**src/rtl/mem_pkg.sv**
```systemverilog
// -----------------------------------------------------------------------------
// mem_pkg: shared definitions for the memory bus controller.
//   - access size encodings (size_i)
//   - controller FSM state enum
//   - byte-enable constants
//   - wait counter width
//   - misalignment helper, used when MEM_ALIGN_CHECK_EN is defined
// -----------------------------------------------------------------------------
package mem_pkg;

    localparam int CNT_W = 4;

    typedef enum logic [1:0] {
        SIZE_BYTE     = 2'b00,
        SIZE_HALF     = 2'b01,
        SIZE_WORD     = 2'b10,
        SIZE_WORD_ALT = 2'b11
    } size_e;

    typedef enum logic [1:0] {
        IDLE   = 2'b00,
        ACCESS = 2'b01,
        DONE   = 2'b10
    } state_e;

    localparam logic [3:0] BE_NONE    = 4'b0000;
    localparam logic [3:0] BE_BYTE    = 4'b0001;
    localparam logic [3:0] BE_HALF_LO = 4'b0011;
    localparam logic [3:0] BE_HALF_HI = 4'b1100;
    localparam logic [3:0] BE_WORD    = 4'b1111;

    // A half access must sit on an even address; a word access on a
    // multiple of four. Bytes are never misaligned.
    function automatic logic is_misaligned(input logic [1:0] size,
                                           input logic [1:0] off);
        logic bad;
        case (size)
            SIZE_BYTE: bad = 1'b0;
            SIZE_HALF: bad = off[0];
            default:   bad = (off != 2'b00);
        endcase
        return bad;
    endfunction

endpackage

```
**src/rtl/mem_lane.sv**
```systemverilog
// -----------------------------------------------------------------------------
// mem_lane: combinational lane steering for the memory bus controller.
// Ports:
//   i_size  [1:0]  access size (00 byte, 01 half, 10/11 word)
//   i_off   [1:0]  low address bits of the access
//   i_wdata [31:0] right-aligned store data
//   i_rdata [31:0] raw bus read data
//   o_be    [3:0]  byte enables
//   o_wdata [31:0] lane-replicated store data
//   o_rdata [31:0] selected read lane, zero-extended
// Half accesses look at i_off[1] only; word accesses ignore i_off.
// -----------------------------------------------------------------------------
module mem_lane
    import mem_pkg::*;
(
    input  logic [1:0]  i_size,
    input  logic [1:0]  i_off,
    input  logic [31:0] i_wdata,
    input  logic [31:0] i_rdata,
    output logic [3:0]  o_be,
    output logic [31:0] o_wdata,
    output logic [31:0] o_rdata
);

    // Byte enables, write replication and read lane extraction by size.
    always_comb begin
        o_be    = BE_NONE;
        o_wdata = 32'h0000_0000;
        o_rdata = 32'h0000_0000;
        case (i_size)
            SIZE_BYTE: begin
                o_be    = BE_BYTE << i_off;
                o_wdata = {4{i_wdata[7:0]}};
                o_rdata = {24'h00_0000, i_rdata[{i_off, 3'b000} +: 8]};
            end
            SIZE_HALF: begin
                if (i_off[1]) begin
                    o_be    = BE_HALF_HI;
                    o_rdata = {16'h0000, i_rdata[31:16]};
                end else begin
                    o_be    = BE_HALF_LO;
                    o_rdata = {16'h0000, i_rdata[15:0]};
                end
                o_wdata = {2{i_wdata[15:0]}};
            end
            default: begin
                o_be    = BE_WORD;
                o_wdata = i_wdata;
                o_rdata = i_rdata;
            end
        endcase
    end

endmodule

```
**src/rtl/mem_bus_ctrl.sv**
```systemverilog
// -----------------------------------------------------------------------------
// mem_bus_ctrl: load/store unit bus controller (IDLE -> ACCESS -> DONE).
// Parameter WAIT_CYCLES (0..15): extra bus cycles per access; ACCESS lasts
// WAIT_CYCLES+1 cycles, then one DONE cycle.
// Ports:
//   clk, clr           clock, synchronous active-high reset
//   req_i, we_i        request, 1 = store
//   size_i [1:0]       00 byte, 01 half, 10/11 word
//   paddr_i [31:0]     physical address
//   mmu_error_i        translation fault
//   wdata_i [31:0]     right-aligned store data
//   rdata_o [31:0]     zero-extended load data, held until the next load
//   stall_o            pipeline stall (accepting IDLE cycle and ACCESS)
//   fault_o            access fault, combinational in the request cycle
//   bus_cs_o/we_o/addr_o/be_o/wdata_o, bus_rdata_i   memory bus
// Configuration macro: MEM_ALIGN_CHECK_EN -- when defined, misaligned half
// and word accesses fault like mmu_error_i; otherwise low bits are ignored.
// -----------------------------------------------------------------------------
module mem_bus_ctrl
    import mem_pkg::*;
#(
    parameter int WAIT_CYCLES = 2
)
(
    input  logic        clk,
    input  logic        clr,
    input  logic        req_i,
    input  logic        we_i,
    input  logic [1:0]  size_i,
    input  logic [31:0] paddr_i,
    input  logic        mmu_error_i,
    input  logic [31:0] wdata_i,
    output logic [31:0] rdata_o,
    output logic        stall_o,
    output logic        fault_o,
    output logic        bus_cs_o,
    output logic        bus_we_o,
    output logic [31:0] bus_addr_o,
    output logic [3:0]  bus_be_o,
    output logic [31:0] bus_wdata_o,
    input  logic [31:0] bus_rdata_i
);

    state_e             r_state;
    logic [CNT_W-1:0]   r_cnt;
    logic [31:0]        r_addr;
    logic               r_we;
    logic [1:0]         r_size;
    logic [1:0]         r_off;
    logic [31:0]        r_wdata;
    logic [31:0]        r_rdata;

    state_e             w_next;
    logic               w_accept;
    logic               w_stall;
    logic               w_fault;
    logic               w_bad;
    logic [3:0]         w_be;
    logic [31:0]        w_wdata_rep;
    logic [31:0]        w_rdata_sel;

    // Lane logic works on the latched access, so bus outputs stay stable
    // through ACCESS regardless of what the pipeline does meanwhile.
    mem_lane u_lane (
        .i_size  (r_size),
        .i_off   (r_off),
        .i_wdata (r_wdata),
        .i_rdata (bus_rdata_i),
        .o_be    (w_be),
        .o_wdata (w_wdata_rep),
        .o_rdata (w_rdata_sel)
    );

    // Fault qualification of an incoming request.
    always_comb begin
`ifdef MEM_ALIGN_CHECK_EN
        w_bad = mmu_error_i | is_misaligned(size_i, paddr_i[1:0]);
`else
        w_bad = mmu_error_i;
`endif
    end

    // Next-state, accept, stall and fault decode.
    always_comb begin
        w_next   = r_state;
        w_accept = 1'b0;
        w_stall  = 1'b0;
        w_fault  = 1'b0;
        case (r_state)
            IDLE: begin
                if (req_i) begin
                    if (w_bad) begin
                        w_fault = 1'b1;
                        w_next  = IDLE;
                    end else begin
                        w_accept = 1'b1;
                        w_stall  = 1'b1;
                        w_next   = ACCESS;
                    end
                end else begin
                    w_next = IDLE;
                end
            end
            ACCESS: begin
                w_stall = 1'b1;
                if (r_cnt == {CNT_W{1'b0}}) begin
                    w_next = DONE;
                end else begin
                    w_next = ACCESS;
                end
            end
            DONE:    w_next = IDLE;
            default: w_next = IDLE;
        endcase
    end

    // State, counter, latched access and load data registers.
    always_ff @(posedge clk) begin
        if (clr) begin
            r_state <= IDLE;
            r_cnt   <= {CNT_W{1'b0}};
            r_addr  <= 32'h0000_0000;
            r_we    <= 1'b0;
            r_size  <= 2'b00;
            r_off   <= 2'b00;
            r_wdata <= 32'h0000_0000;
            r_rdata <= 32'h0000_0000;
        end else begin
            r_state <= w_next;
            if (w_accept) begin
                r_addr  <= {paddr_i[31:2], 2'b00};
                r_we    <= we_i;
                r_size  <= size_i;
                r_off   <= paddr_i[1:0];
                r_wdata <= wdata_i;
                r_cnt   <= CNT_W'(WAIT_CYCLES);
            end else if (r_state == ACCESS) begin
                if (r_cnt == {CNT_W{1'b0}}) begin
                    // Last bus cycle: sample read data; stores leave it alone.
                    if (!r_we) begin
                        r_rdata <= w_rdata_sel;
                    end
                end else begin
                    r_cnt <= r_cnt - CNT_W'(1);
                end
            end
        end
    end

    assign stall_o     = w_stall;
    assign fault_o     = w_fault;
    assign bus_cs_o    = (r_state == ACCESS);
    assign bus_we_o    = (r_state == ACCESS) & r_we;
    assign bus_be_o    = (r_state == ACCESS) ? w_be : BE_NONE;
    assign bus_addr_o  = r_addr;
    assign bus_wdata_o = w_wdata_rep;
    assign rdata_o     = r_rdata;

endmodule

```
**config.mk**
```make
export PLATFORM = sky130hd
export DESIGN_NAME = mem_bus_ctrl
export DESIGN_NICKNAME = d
export VERILOG_FILES = /design/src/rtl/mem_pkg.sv /design/src/rtl/mem_lane.sv /design/src/rtl/mem_bus_ctrl.sv
export SDC_FILE = /design/constraint.sdc
export NUM_CORES = 1
export LEC_CHECK = 0
export ABC_CLOCK_PERIOD_IN_PS = 4200
export BUFFER_PORTS_ARGS = -buffer_cell sky130_fd_sc_hd__buf_2
export CAP_MARGIN = 40
export CORE_MARGIN = 3
export CORE_UTILIZATION = 52
export DETAILED_ROUTE_END_ITERATION = 16
export HOLD_SLACK_MARGIN = 0.03
export PLACE_DENSITY = 0.86
export SYNTH_ARGS = -nofsm -noshare
export SYNTH_HDL_FRONTEND = slang
export SYNTH_SLANG_ARGS = --single-unit
export TNS_END_PERCENT = 30
```
**constraint.sdc**
```tcl
create_clock -name clk -period 4.2 [get_ports clk]
set_input_delay 0.42 -clock clk [delete_from_list [all_inputs] [get_ports clk]]
set_output_delay 0.42 -clock clk [all_outputs]
set_load 0.1 [all_outputs]
```
==> flow_metrics.env, run 1 <==
export IMPL_synth_flop_cell="dfxtp_1"
export IMPL_row_count=35
export IMPL_dpl_hpwl_um=10330
export IMPL_die_area_um2=10780
export IMPL_p_seq_frac=0.462
export IMPL_yosysTopAreaCell="dfxtp_1"
export IMPL_fp_dieW_um=103.8
export IMPL_holdBufCountCts=0
export IMPL_first_iter_violations=368
export IMPL_track_usage=0.2596
export IMPL_p_per_area_nw_per_um2=378.7
export IMPL_worstPathArrival_ps=2110
export IMPL_end_kind="primary output"
export IMPL_worst_slack_ps=1675
export IMPL_slew_violations=0
export IMPL_hold_class="in -> reg"
export IMPL_synthTopCellsByArea="dfxtp_1, nand2_1, a21oi_1"
export IMPL_via_per_inst=5.548
export IMPL_intPower_w=0.001420
export IMPL_ant_nets=0
export IMPL_fin_tns_setup_ps=0
export IMPL_vias=5126
export IMPL_cts_path_max_buffers=2
export IMPL_synth_edf_count=0
export IMPL_hold_viol=0
export IMPL_criticalPathCategory="reg -> out"
export IMPL_synth_seq_cells=105
export IMPL_io_pins=207
export IMPL_fmaxAchievable_ghz=0.3960
export IMPL_synth_most_common_cell="nand2_1"
export IMPL_dp_cells=908
export IMPL_grt_max_degree=77
export IMPL_final_min_clock_period_ps=2525
export IMPL_crit_slowest_cell="nor2_1"
export IMPL_clk_transition_reported_paths_ps=110
export IMPL_worst_pin_slew_ps=825.1
export IMPL_cts_buffers=9
export IMPL_switching_share=0.3858
export IMPL_period_share=0.6012
export IMPL_grt_pass1_wl_um=23490
export IMPL_fin_skew_ps=17.12
export IMPL_status="completed"
export IMPL_n_antenna_cell=0
export IMPL_cellLeakagePower_nw=2.684
export IMPL_cts_root_buf="clkbuf_8"
export IMPL_clk_latency_ps=350
export IMPL_synth_area_per_cell_um2=7.902
export IMPL_crit_path_max_incr_delay_ps=560
export IMPL_yosysSeqAreaShare=0.4222
export IMPL_start_util=0.5363
export IMPL_ys_warn_count=0
export IMPL_stdcell_count=924
export IMPL_io_buffer_count=204
export IMPL_fin_util=0.6577
export IMPL_gp_congestion=0.8849
export IMPL_first_pass_iters=5
export IMPL_pre_cts_ws_ps=1995
export IMPL_slew_headroom=0.4499
export IMPL_netlist_top_cells_count="nand2_1, dfxtp_1, a21oi_1"
export IMPL_rsz0062_at_grt="false"
export IMPL_grt_pass1_vias=4796
export IMPL_start_kind="register"
export IMPL_antenna_found_initial=0
export IMPL_wl_per_cell_um=15.66
export IMPL_drive_gt1_frac=0.3170
export IMPL_nets=894
export IMPL_cts_htree_levels=3
export IMPL_post_cts_buffers=0
export IMPL_ctsResizeCount=0
export IMPL_setup_violations=0
export IMPL_synth_distinct_cells=36
export IMPL_switchingPower_w=0.0008922
export IMPL_cap_violations=0
export IMPL_peakVddDrop_mv=0.2209
export IMPL_numClockSinks=105
export IMPL_comb_power_share=0.287
export IMPL_synthCells=630
export IMPL_grt_ovfl_total=0
export IMPL_route_detailed_drc=0
export IMPL_routed_wl_um=14470
export IMPL_areaGrowthSynthToFinish_pct=22.64
export IMPL_critPathMaxFanout=9
export IMPL_crit_required_ps=3780
export IMPL_async_reset_ff_frac=0
export IMPL_die_h_um=103.8
export IMPL_synth_area_um2=4979
export IMPL_cts_tree="done"
export IMPL_crit_path_cell_trace="nor2_1 > buf_6 > mux2_2 > buf_2"
export IMPL_p_clk_frac=0.251
export IMPL_synth_top_cell_area_share=0.4222
export IMPL_design_core_area_um2=9284
[metrics by stage]
step                      total power (W)  instance area [um2]  hold slack [ps]
after floorplan                  0.001613                 4982            432.9
after global placement           0.001734                 5887            439.3
after detailed placement         0.001752                 5926            446.7
after CTS                        0.002328                 6106            277.8
after global routing             0.002414                 6106            275.9
final                            0.002313                 6106            296.1
[cells in the final DEF (no fill, tap or decap), drive strengths merged, types with 3 or more instances in the layout]
master	instances
buf	214
nand2	152
dfxtp	105
a21oi	100
o21ai	52
nor2b	24
nand4	17
mux2	16
mux2i	16
nand2b	11
clkbuf	11
a311oi	9
inv	9
and3b	8
and3	8
a311o	8
o31ai	8
nor2	6
nor3	3
nor3b	3
[cell type report]
| cell class | instances | area [um2] |
|---|---|---|
| sequential | 105 | 2103 |
| inverter | 7 | 26.28 |
| multi-input combinational | 453 | 2512 |
| timing repair buffer | 214 | 1122 |
| clock buffer | 11 | 141.4 |
| tap | 129 | 161.4 |
| fill | 832 | 3178 |
| clock inverter | 5 | 38.79 |
[per-layer routing]
metal,GRT usage,vias to the layer above,routed length [um]
met5,0,-,0
met2,0.4257,233,7062
met1,0.3298,2385,5910
met3,0.05421,38,1033
li1,-,2470,-
met4,0.1149,0,461
[final timing paths]
check / from / endpoint / slack, ps / cells past startpoint
setup / recovery: r_size[1]$_SDFFE_PP0P_ / bus_wdata_o[9] / 1670 / 4
hold / removal: wdata_i[21] / r_wdata[21]$_SDFFE_PP0P_ / 300 / 3
setup reg to reg: r_cnt[0]$_SDFFE_PP0P_ / rdata_o[10]$_SDFFE_PP0P_ / 2030 / 5
hold reg to reg: r_wdata[30]$_SDFFE_PP0P_ / r_wdata[30]$_SDFFE_PP0P_ / 460 / 2
[worst max-delay path, delay by kind of cell (launching register included)]
family | cells | cell delay (ps)
buffers and inverters | 2 | 530
multiplexers | 1 | 350
flip-flops | 1 | 330
AND/OR/NAND/NOR | 1 | 560
[power groups by stage]
stage          combinational (W)  sequential, W  clock, W
6_report                0.000663        0.00107  0.000581
5_1_grt                 0.000698        0.00107  0.000642
4_1_cts                 0.000663        0.00107  0.000597
3_5_place_dp            0.000661        0.00109         0
3_3_place_gp            0.000645        0.00109         0
2_1_floorplan           0.000364        0.00125         0
[cells by family after synthesis]
kind of cell    count (synthesis)  synth area share
simple gates                  239            0.2322
compound gates                179            0.2001
flops                         105            0.4222
buf+inv                        73           0.07389
mux                            32           0.06836
fa+ha+maj                       1          0.002513
other cells                     1         0.0007532
[flip-flops by register name (all words and copies together) (netlist names)]
name,flops
r_size,2
r_off,2
rdata_o,32
bus_addr_o,30
r_wdata,32
r_we,1
r_cnt,4
r_state,2
(Power assumes the default switching activity.)
==> run 2: changes to the inputs <==
Settings changed: ABC_CLOCK_PERIOD_IN_PS 4200 to 2400, CORE_UTILIZATION 52 to 48, PLACE_DENSITY 0.86 to 0.8.
Clock period 4.2 ns to 2.4 ns, I/O delays scaled along.
==> flow_metrics.env, run 2 (synthesis results as in run 1) <==
export IMPL_ctsResizeCount=0
export IMPL_post_cts_buffers=0
export IMPL_fin_skew_ps=10.89
export IMPL_layout_common_cells="buf_2, nand2_1, dfxtp_1, a21oi_1, o21ai_0"
export IMPL_power_w=0.004090
export IMPL_cts_path_max_buffers=2
export IMPL_n_antenna_cell=0
export IMPL_io_pins=207
export IMPL_start_util=0.5024
export IMPL_hold_class="in -> reg"
export IMPL_filler_cell_count=913
export IMPL_start_kind="register"
export IMPL_nets=899
export IMPL_dpl_hpwl_um=10920
export IMPL_grt_ovfl_total=0
export IMPL_cellLeakagePower_nw=2.738
export IMPL_slew_violations=0
export IMPL_first_pass_iters=7
export IMPL_cap_violations=0
export IMPL_row_count=36
export IMPL_grt_pass1_vias=4911
export IMPL_fin_util=0.6364
export IMPL_cts_tree="done"
export IMPL_route_detailed_drc=0
export IMPL_p_per_area_nw_per_um2=648.5
export IMPL_numClockSinks=105
export IMPL_worstPathArrival_ps=1990
export IMPL_gp_congestion=0.8598
export IMPL_via_per_inst=5.552
export IMPL_period_share=0.9289
export IMPL_criticalPathCategory="reg -> out"
export IMPL_final_min_clock_period_ps=2229
export IMPL_layout_commonest_cell="buf_2"
export IMPL_hold_viol=0
export IMPL_cts_root_buf="clkbuf_8"
export IMPL_io_buffer_count=204
export IMPL_wl_met3_um=1059
export IMPL_design_core_area_um2=9910
export IMPL_routed_wl_um=15210
export IMPL_crit_path_max_incr_delay_ps=510
export IMPL_fp_dieW_um=107.8
export IMPL_first_iter_violations=354
export IMPL_worst_pin_slew_ps=718.7
export IMPL_peakVddDrop_mv=0.3476
export IMPL_holdBufCountCts=0
export IMPL_crit_path_cell_trace="buf_4 > nand2b_1 > a21oi_1 > nor2_1 > buf_12"
export IMPL_crit_required_ps=2160
export IMPL_ant_nets=0
export IMPL_critPathMaxFanout=11
export IMPL_status="completed"
export IMPL_clk_latency_ps=370
export IMPL_grt_max_degree=67
export IMPL_die_area_um2=11630
export IMPL_fmaxAchievable_ghz=0.4486
export IMPL_drive_gt1_frac=0.3200
export IMPL_end_kind="primary output"
export IMPL_antenna_found_initial=1
export IMPL_crit_slowest_cell="dfxtp_1"
export IMPL_clk_transition_reported_paths_ps=100
export IMPL_route_top_layer_used="met5"
export IMPL_cts_buffers=9
export IMPL_setup_violations=0
export IMPL_drt_met1_wl_um=6120
export IMPL_rsz0062_at_grt="false"
export IMPL_grt_pass1_wl_um=23860
export IMPL_areaGrowthSynthToFinish_pct=26.67
export IMPL_cts_htree_levels=3
export IMPL_wl_per_cell_um=16.30
export IMPL_slew_headroom=0.5209
export IMPL_met2_wirelength_um=7634
export IMPL_die_h_um=107.8
export IMPL_track_usage=0.2543
export IMPL_vias=5180
-- run 2: layout make-up --
class,count,area (um2),area share
clock inverters,4,26.28,0.004167
well taps,133,166.4,0.02639
flip-flops and latches,105,2103,0.3335
repair buffers,219,1326,0.2103
clock buffers,12,145.1,0.02302
inverters,7,26.28,0.004167
multi-input cells,453,2512,0.3984
-- run 2: metrics by stage --
step | hold slack [ps] | cells | area (um2) | TNS (ps) | setup slack, ps
after CTS | 83.94 | 933 | 6306 | 0 | 185.3
final | 97.53 | 933 | 6306 | 0 | 170.7
after global routing | 84.95 | 933 | 6306 | 0 | 73.38
after floorplan | 376.0 | 631 | 4982 | -5704 | -622.8
after global placement | 441.5 | 917 | 6135 | 0 | 483.9
after detailed placement | 444.1 | 917 | 6135 | 0 | 386.7
-- run 2: final timing paths --
kind / start / slack, ps / to / depth (start not counted)
min: paddr_i[3] / 100 / bus_addr_o[3]$_SDFFE_PP0P_ / 3
max reg2reg: r_cnt[0]$_SDFFE_PP0P_ / 340 / rdata_o[13]$_SDFFE_PP0P_ / 5
min reg2reg: bus_addr_o[14]$_SDFFE_PP0P_ / 460 / bus_addr_o[14]$_SDFFE_PP0P_ / 2
max: r_size[0]$_SDFFE_PP0P_ / 170 / bus_be_o[0] / 5
-- run 2: metal layers --
layer,up-vias,global-route usage
met1,2415,0.3145
met2,237,0.4347
met3,39,0.05099
li1,2487,-
met4,2,0.09648
met5,-,0
-- run 2: report_power, final --
group          internal (W)  switching [W]
logic              0.000292       0.000918
registers           0.00182      0.0000563
clock network      0.000408       0.000599
total               0.00252        0.00157
-- run 2: worst max-delay path: cells and delay by family, from the launching register on --
family	cells	cell delay, ps
AO/OA/AOI/OAI	1	120
flip-flops	1	510
buffers and inverters	2	450
AND/OR/NAND/NOR	2	530
==> run 3: changes to the inputs <==
Settings changed: ABC_AREA from default to 1, PLACE_DENSITY 0.8 to 0.81.
==> flow_metrics.env, run 3 <==
export IMPL_cts_root_buf="clkbuf_8"
export IMPL_peakVddDrop_mv=0.4506
export IMPL_start_kind="register"
export IMPL_post_cts_buffers=0
export IMPL_fmaxAchievable_ghz=0.4491
export IMPL_track_usage=0.2358
export IMPL_cts_htree_levels=3
export IMPL_grt_pass1_wl_um=21450
export IMPL_hold_viol=0
export IMPL_synth_area_um2=4715
export IMPL_cts_tree="done"
export IMPL_status="completed"
export IMPL_synthCells=706
export IMPL_stdcell_area_um2=6057
export IMPL_yosysTopAreaCell="dfxtp_1"
export IMPL_layout_commonest_cell="buf_2"
export IMPL_gp_congestion=0.8807
export IMPL_clk_latency_ps=360
export IMPL_netlist_top_cells_count="nor2_1, nand2_1, dfxtp_1"
export IMPL_clk_transition_reported_paths_ps=100
export IMPL_fin_tns_setup_ps=0
export IMPL_layout_common_cells="buf_2, nor2_1, nand2_1, dfxtp_1, o21ai_0"
export IMPL_numClockSinks=105
export IMPL_place_area_um2=5866
export IMPL_async_reset_ff_frac=0
export IMPL_dpl_hpwl_um=10040
export IMPL_final_min_clock_period_ps=2227
export IMPL_crit_path_max_incr_delay_ps=420
export IMPL_pre_cts_ws_ps=431.6
export IMPL_slew_headroom=0.6030
export IMPL_io_pins=207
export IMPL_crit_path_cell_trace="inv_2 > buf_4 > nand2_1 > inv_1 > nand2_1 > nand3_1 > buf_2"
export IMPL_ctsResizeCount=0
export IMPL_worst_pin_slew_ps=595.6
export IMPL_synth_area_per_cell_um2=6.678
export IMPL_crit_required_ps=2160
export IMPL_rsz0062_at_grt="false"
export IMPL_crit_slowest_cell="buf_2"
export IMPL_route_detailed_drc=0
export IMPL_critical_path_top_delay_family="buffers and inverters"
export IMPL_worst_slack_ps=173.2
export IMPL_grt_pass1_vias=4581
export IMPL_synth_seq_cells=105
export IMPL_filler_cell_count=929
export IMPL_path_common_cell="nand2_1"
export IMPL_cts_path_max_buffers=2
export IMPL_critPathMaxFanout=15
export IMPL_synth_flop_cell="dfxtp_1"
export IMPL_grt_ovfl_total=0
export IMPL_cap_violations=0
export IMPL_die_h_um=105.1
export IMPL_cts_buffers=9
export IMPL_routed_wl_um=13340
export IMPL_p_per_area_nw_per_um2=769.3
export IMPL_holdBufCountCts=0
export IMPL_start_util=0.5031
export IMPL_period_share=0.9278
export IMPL_synth_edf_count=0
export IMPL_setup_violations=0
export IMPL_synth_most_common_cell="nor2_1"
export IMPL_areaGrowthSynthToFinish_pct=28.48
export IMPL_end_kind="primary output"
export IMPL_fp_dieW_um=105.1
export IMPL_io_buffer_count=204
export IMPL_hold_class="in -> reg"
export IMPL_grt_max_degree=58
export IMPL_die_area_um2=11050
export IMPL_wl_per_cell_um=13.15
export IMPL_cellLeakagePower_nw=3.113
export IMPL_criticalPathCategory="reg -> out"
export IMPL_nets=983
export IMPL_antenna_found_initial=2
export IMPL_first_pass_iters=5
export IMPL_vias=4974
export IMPL_design_core_area_um2=9371
export IMPL_worstPathArrival_ps=1990
export IMPL_via_per_inst=4.905
export IMPL_ys_warn_count=0
export IMPL_synth_top_cell_area_share=0.4459
export IMPL_yosysSeqAreaShare=0.4459
export IMPL_synth_distinct_cells=25
export IMPL_first_iter_violations=302
export IMPL_drive_gt1_frac=0.2805
export IMPL_slew_violations=0
export IMPL_critPathBufInv=4
export IMPL_row_count=35
export IMPL_synthTopCellsByArea="dfxtp_1, nor2_1, nand2_1"
export IMPL_ant_nets=0
export IMPL_fin_skew_ps=13.62
==> run 3: metal layers <==
layer  share of wire  GRT usage  vias to the layer above
li1                -          -                     2554
met1            0.39     0.2729                     2190
met2            0.49     0.4102                      196
met3           0.092    0.07165                       30
met4           0.026    0.08435                        4
met5          0.0016          0                        -
==> run 3: final cells by class <==
class	count	area (um2)	share of cell area
multi-input cells	499	2175	0.3590
clock inverters	6	47.55	0.007850
diodes	1	2.502	0.0004131
flip-flops and latches	105	2102	0.3470
well taps	129	161.4	0.02665
clock buffers	10	137.6	0.02272
repair buffers	213	1236	0.2041
inverters	51	195.2	0.03222
==> run 3: cell families (layout without fill, tap and decap cells) <==
family	Yosys count	in the layout	share of synthesized area
other	1	3	0.0007954
adders and majority gates	1	1	0.002654
and+or+nand+nor	348	348	0.2895
xor gates and xnor gates	1	1	0.001858
AOI/OAI and AO/OA	147	147	0.1592
DFF	105	105	0.4459
buffers and inverters	103	280	0.1001
==> run 3: worst paths after layout <==
check	slack (ps)	from	end	cells past startpoint
setup / recovery	170	r_size[1]$_SDFFE_PP0P_	bus_wdata_o[27]	7
hold / removal	70	clr	r_state[0]$_SDFF_PP0_	2
setup reg to reg	590	r_cnt[0]$_SDFFE_PP0P_	rdata_o[31]$_SDFFE_PP0P_	9
hold reg to reg	470	r_cnt[0]$_SDFFE_PP0P_	r_cnt[0]$_SDFFE_PP0P_	2
==> run 3: stage by stage <==
step	hold WS, ps	power, W	utilization	std cells
finish	67.36	0.004660	0.6463	1014
global route	57.00	0.004894	0.6461	1013
CTS	49.47	0.004693	0.6457	1013
detailed placement	440.1	0.003658	0.6259	997
global placement	437.4	0.003646	0.6259	997
floorplan	309.1	0.003329	-	707
==> run 3: power breakdown <==
part           internal, W  total (W)  switching [W]
clock network     0.000420    0.00104       0.000621
logic             0.000337    0.00169        0.00135
registers          0.00186    0.00193      0.0000661
total              0.00262    0.00466        0.00204
